[src/rtl/instr_fetch_unit.sv]
`timescale 1ns/1ps
`default_nettype none
// ============================================================================
//  Module      : instr_fetch_unit
//  Description : PC holder and req/ack instruction fetcher for a single-cycle
//                MIPS datapath; forms the next PC from Jump/PCSrc/SignImm.
//                Optional macro FETCH_PERF_EN adds retired/stall/wait counters.
//  Revision    : 1.0 - initial release
// ============================================================================
module instr_fetch_unit #(
    parameter logic [31:0] RESET_PC  = 32'h0000_0000,
    parameter logic [31:0] NOP_INSTR = 32'h0000_0000
) (
    input  logic        clk,
    input  logic        rst,
    input  logic        PCSrc,
    input  logic        Jump,
    input  logic [31:0] SignImm,
    input  logic        Stall,
    input  logic        Halt,
    output logic        Imem_Req,
    output logic [31:0] Imem_Addr,
    input  logic        Imem_Ack,
    input  logic [31:0] Imem_RData,
    output logic [31:0] Instr,
    output logic        Instr_Valid,
    output logic [31:0] PC,
    output logic [31:0] PCPlus4,
`ifdef FETCH_PERF_EN
    output logic [31:0] Retired_Count,
    output logic [31:0] Stall_Cycles,
    output logic [31:0] Wait_Cycles,
`endif
    output logic        Halted
);

    localparam logic [1:0]  S_FETCH    = 2'd0;
    localparam logic [1:0]  S_EXEC     = 2'd1;
    localparam logic [1:0]  S_HALTED   = 2'd2;
    localparam logic [31:0] c_addr_mask = 32'hFFFF_FFFC;
    localparam logic [31:0] c_reset_pc  = RESET_PC & c_addr_mask;

    logic [1:0]  r_state;
    logic [1:0]  w_state_nxt;
    logic        r_req;
    logic [31:0] r_pc;
    logic [31:0] r_instr;
    logic [31:0] w_pc_plus4;
    logic [31:0] w_branch_off;
    logic [31:0] w_next_pc;
    logic        w_fetch_done;

    assign w_pc_plus4   = r_pc + 32'd4;
    assign w_branch_off = SignImm << 2;
    // The ack only counts while our own request is visibly asserted.
    assign w_fetch_done = (r_state == S_FETCH) && r_req && Imem_Ack;

    always_comb begin
        w_next_pc = w_pc_plus4;
        if (Jump) begin
            w_next_pc = {w_pc_plus4[31:28], r_instr[25:0], 2'b00};
        end else if (PCSrc) begin
            w_next_pc = w_pc_plus4 + w_branch_off;
        end
    end

    // State register
    always_ff @(posedge clk or posedge rst) begin
        if (rst) begin
            r_state <= S_FETCH;
        end else begin
            r_state <= w_state_nxt;
        end
    end

    // Next-state logic; Stall outranks Halt in EXEC
    always_comb begin
        w_state_nxt = r_state;
        case (r_state)
            S_FETCH: begin
                if (w_fetch_done) begin
                    w_state_nxt = S_EXEC;
                end
            end
            S_EXEC: begin
                if (!Stall) begin
                    w_state_nxt = Halt ? S_HALTED : S_FETCH;
                end
            end
            S_HALTED: begin
                w_state_nxt = S_HALTED;
            end
            default: begin
                w_state_nxt = S_FETCH;
            end
        endcase
    end

    // Output decode from state
    always_comb begin
        Instr_Valid = (r_state == S_EXEC);
        Halted      = (r_state == S_HALTED);
        Instr       = (r_state == S_EXEC) ? r_instr : NOP_INSTR;
    end

    // Request raises one edge after reset release, or on the EXEC->FETCH edge.
    always_ff @(posedge clk or posedge rst) begin
        if (rst) begin
            r_req   <= 1'b0;
            r_pc    <= c_reset_pc;
            r_instr <= NOP_INSTR;
        end else begin
            case (r_state)
                S_FETCH: begin
                    if (!r_req) begin
                        r_req <= 1'b1;
                    end else if (Imem_Ack) begin
                        r_instr <= Imem_RData;
                        r_req   <= 1'b0;
                    end
                end
                S_EXEC: begin
                    if (!Stall) begin
                        r_pc  <= w_next_pc & c_addr_mask;
                        r_req <= !Halt;
                    end
                end
                default: begin
                    r_req <= 1'b0;
                end
            endcase
        end
    end

    assign Imem_Req  = r_req;
    assign Imem_Addr = r_pc;
    assign PC        = r_pc;
    assign PCPlus4   = w_pc_plus4;

`ifdef FETCH_PERF_EN
    logic [31:0] r_retired;
    logic [31:0] r_stall_cyc;
    logic [31:0] r_wait_cyc;

    always_ff @(posedge clk or posedge rst) begin
        if (rst) begin
            r_retired   <= 32'd0;
            r_stall_cyc <= 32'd0;
            r_wait_cyc  <= 32'd0;
        end else begin
            case (r_state)
                S_EXEC: begin
                    if (Stall) begin
                        r_stall_cyc <= r_stall_cyc + 32'd1;
                    end else begin
                        r_retired <= r_retired + 32'd1;
                    end
                end
                S_FETCH: begin
                    if (!Imem_Ack) begin
                        r_wait_cyc <= r_wait_cyc + 32'd1;
                    end
                end
                default: begin
                    r_retired <= r_retired;
                end
            endcase
        end
    end

    assign Retired_Count = r_retired;
    assign Stall_Cycles  = r_stall_cyc;
    assign Wait_Cycles   = r_wait_cyc;
`endif

endmodule
`default_nettype wire

[config.mk]
export PLATFORM = sky130hd
export DESIGN_NAME = instr_fetch_unit
export DESIGN_NICKNAME = d
export VERILOG_FILES = /design/src/rtl/instr_fetch_unit.sv
export SDC_FILE = /design/constraint.sdc
export NUM_CORES = 1
export LEC_CHECK = 0
export ABC_AREA = 0
export CAP_MARGIN = 20
export CORE_MARGIN = 3
export CORE_UTILIZATION = 38
export CTS_BUF_LIST = sky130_fd_sc_hd__clkbuf_4 sky130_fd_sc_hd__clkbuf_8 sky130_fd_sc_hd__clkbuf_16
export CTS_CLUSTER_DIAMETER = 30
export DETAILED_ROUTE_END_ITERATION = 8
export DONT_BUFFER_PORTS = 1
export PLACE_DENSITY = 0.54
export SLEW_MARGIN = 20
export SYNTH_ARGS = -nofsm -noshare
export SYNTH_HDL_FRONTEND = slang
export SYNTH_SLANG_ARGS = --single-unit
[constraint.sdc]
create_clock -name clk -period 4.25 [get_ports clk]
set_input_delay 0.425 -clock clk [delete_from_list [all_inputs] [get_ports clk]]
set_output_delay 0.425 -clock clk [all_outputs]
set_load 0.01 [all_outputs]
==> flow_metrics.py <==
metrics = {
    "sta": {
        "tightest_slew_ps": 650,
        "fin_skew_ps": 9.43,
        "fmaxAchievable_ghz": 0.247,
        "setup_viol": 0,
        "timing.final.max_slew_violations": 0,
        "hold_viol": 0,
        "grt_setup_unrepaired": "yes",
        "period_share_pct": 95.1,
        "slew_headroom_pct": 56.6,
        "fin_crit_ps": 4040,
    },
    "logic_synthesis": {
        "muxShareOfSynthArea_pct": 8.71,
        "synthXorXnorAreaFrac_pct": 8.03,
        "synth_compound_area_share_pct": 18.4,
        "synth_cell_types": 66,
        "synth_edf_count": 0,
        "yosysSeqAreaShare_pct": 28.8,
        "synthCells": 661,
        "synth_top_family_by_area": "simple AND/OR/NAND/NOR gates",
        "synth-simple-area-share_pct": 19.8,
        "synth_area_mm2": 0.00564,
        "synthAdderAreaFrac_pct": 8.34,
        "synth_area_leaders": "dfrtp_1 29%, ha_1 8.0%, mux2_2 6.6%, xnor2_1 4.8%, buf_4 4.8%",
        "synth_warnings": 0,
        "synthTopCellsByCount": "65 x dfrtp_1, 59 x nand2_1, 45 x nor2_1",
        "ys_ff_latch": 65,
        "synthArstFlopShare_pct": 100,
        "syn_area_per_cell_um2": 8.54,
        "yosysTopAreaCellShare_pct": 28.8,
        "yosysMostFrequentCell": "dfrtp_1",
        "synth_ff_type": "dfrtp_1",
        "yosysTopAreaCell": "dfrtp_1",
    },
    "die": {
        "initial_core_util_pct": 39.7,
        "die_y_um": 128,
        "fp.coreArea_mm2": 0.0142,
        "num_rows": 43,
        "fp.dieW_um": 128,
        "die-area_mm2": 0.0163,
        "ios": 202,
    },
    "placement": {
        "gp_congestion": 0.886,
        "dpl.hpwl_mm": 13.7,
        "io_buffers": 0,
        "placedCellCount": 832,
    },
    "worst_hold_path": {
        "hp-class": "primary input to async pin",
    },
    "grt": {
        "grt_max_degree": 45,
        "busiest_layer": "met1",
        "grt_overflow": 0,
        "grt_pass1_vias": 4791,
        "grtUsageMet3_pct": 6.33,
        "grt_pass1_wl_mm": 27.3,
        "grt_use_met1_pct": 31.1,
        "antenna_found_initial": 0,
        "use_met2_pct": 30.5,
        "grt_use_total_pct": 21.2,
    },
    "cts": {
        "clk_latency_ps": 320,
        "cts_tree": "yes",
        "clock_path_buffers": 2,
        "cts_sinks": 65,
        "root_buffer": "clkbuf_16",
        "post_cts_buffers": 0,
        "cts.reportedPaths.clkPinSlew_ps": 50,
        "cts_buffers": 9,
        "h-tree-depth": 3,
    },
    "drt": {
        "viasPerCell": 5.70,
        "routed_wl_mm": 17.3,
        "antenna_left": 0,
        "wl_per_cell_um": 20.4,
        "drt-initial-drc-count": 316,
        "dr_total_vias": 4831,
        "drc_errors": 0,
        "first_pass_iters": 5,
    },
    "pwr": {
        "vdd_ir_drop_max_mv": 0.356,
        "p_per_area_mw_per_mm2": 813,
        "power.leakage_nw": 2.73,
    },
    "worst_setup_path": {
        "cp-start-kind": "flop",
        "path_class": "flop to flop",
        "crit_path_max_fanout": 8,
        "end_kind": "flop",
        "arrival_ps": 4270,
        "required_ps": 4480,
    },
    "layout": {
        "finish.utilization_pct": 43.8,
        "diodes": 0,
        "syn2layout_area_growth_pct": 10.3,
        "drive_gt1_share_pct": 17.7,
        "fillers": 1461,
        "final_cells": 848,
        "nNetsFinal": 771,
    },
    "flow_run": {
        "drv_cap": 0,
    },
    "run_status": {
        "status": "finished, final reports clean",
    },
}
-- critical path, stage by stage, from the launching register on --
cell	delay, ps
dfrtp_1	410
ha_1	210
nand3_1	150
or4b_4	620
or3_4	450
nor2_4	170
nand3_2	110
xnor2_2	280
ha_1	380
o21a_1	150
o211ai_1	240
or3_1	160
mux2i_1	90
o31a_1	310
o31ai_1	220
-- cells in the final DEF, fill, tap and decap left out, types with 6 or more instances in the layout --
cell type	synthesis	final
nand3_1	11	11
xor2_1	17	17
nor2_1	45	43
or3_1	7	7
conb_1	1	6
dfrtp_1	65	65
buf_4	36	49
o21ai_0	28	28
nand4_1	11	11
clkbuf_16	0	9
nand2_1	59	58
mux2_2	33	33
xnor2_1	31	30
a211oi_1	11	11
a21o_1	14	14
inv_1	16	15
a21oi_1	44	44
ha_1	36	36
and2_1	35	35
mux2i_1	12	12
nor2b_1	7	6
and4_1	7	7
a31oi_1	6	6
o21ai_1	24	23
-- what timing repair did --
item,4_1_cts,5_1_grt
hold buffers,0,0
gates resized for setup,0,7
setup endpoints to repair,0,4
-- metrics by stage --
stage               worst slack, ps  cell area, µm²  power, W  TNS, ps  hold slack [ps]
floorplan                       307            5660   0.00353        0              442
global placement                271            5890   0.00422        0              436
detailed placement              199            5890   0.00429        0              432
CTS                             177            6190   0.00505        0             84.9
global route                  -68.4            6220   0.00549    -68.4              105
finish                          209            6220   0.00506        0             65.7
-- state kept, by name (all words and copies together), names as in the netlist --
| signal | count |
|---|---|
| Imem_Addr | 30 |
| Imem_Req | 1 |
| r_instr | 32 |
| r_state | 2 |
-- kinds of logic (layout without fill, tap and decap cells) --
logic type,Yosys count,count (layout)
AO/OA/AOI/OAI,167,167
XOR/XNOR,50,50
adder cells (fa/ha/maj),37,37
buffers and inverters,81,83
flip-flops,65,65
multiplexers,45,45
other,1,6
AND/OR/NAND/NOR,215,215
-- final timing paths --
| path | startpoint | to | slack [ps] | cells past startpoint |
|---|---|---|---|---|
| min | rst | r_instr[24] | 70 | 1 |
| max reg2reg | Imem_Addr[2] | Imem_Addr[31] | 210 | 14 |
| min reg2reg | r_instr[26] | r_instr[26] | 500 | 1 |
| min in group clk | Halt | r_state[1] | 220 | 1 |
| max | Imem_Addr[2] | Imem_Addr[31] | 210 | 14 |
| max in group asynchronous | rst | Imem_Addr[5] | 3260 | 2 |
-- area by class of cell --
class | instances | area [µm²] | area share, %
Multi-Input combinational cell | 520 | 3630 | 58.4
Sequential cell | 65 | 1630 | 26.1
Timing Repair Buffer | 49 | 368 | 5.91
Clock buffer | 13 | 262 | 4.20
Tap cell | 180 | 225 | 3.62
Inverter | 18 | 67.6 | 1.09
Clock inverter | 3 | 40.0 | 0.643
-- power by group --
| part | total (W) | switching (W) | leakage (nW) | internal (W) |
|---|---|---|---|---|
| Sequential | 0.00132 | 0.000398 | 0.781 | 0.000919 |
| Clock | 0.000736 | 0.000249 | 0.154 | 0.000487 |
| Combinational | 0.00301 | 0.00174 | 1.80 | 0.00127 |
| Total | 0.00506 | 0.00239 | 2.73 | 0.00267 |
-- metal layers --
| metal | vias to the layer above | part of all wire [%] |
|---|---|---|
| li1 | 2319 | - |
| met1 | 2289 | 47 |
| met2 | 205 | 43 |
| met3 | 18 | 8.7 |
| met4 | 0 | 1.2 |
| met5 | - | 0 |
Note: power is estimated with default switching activity, not from simulation.
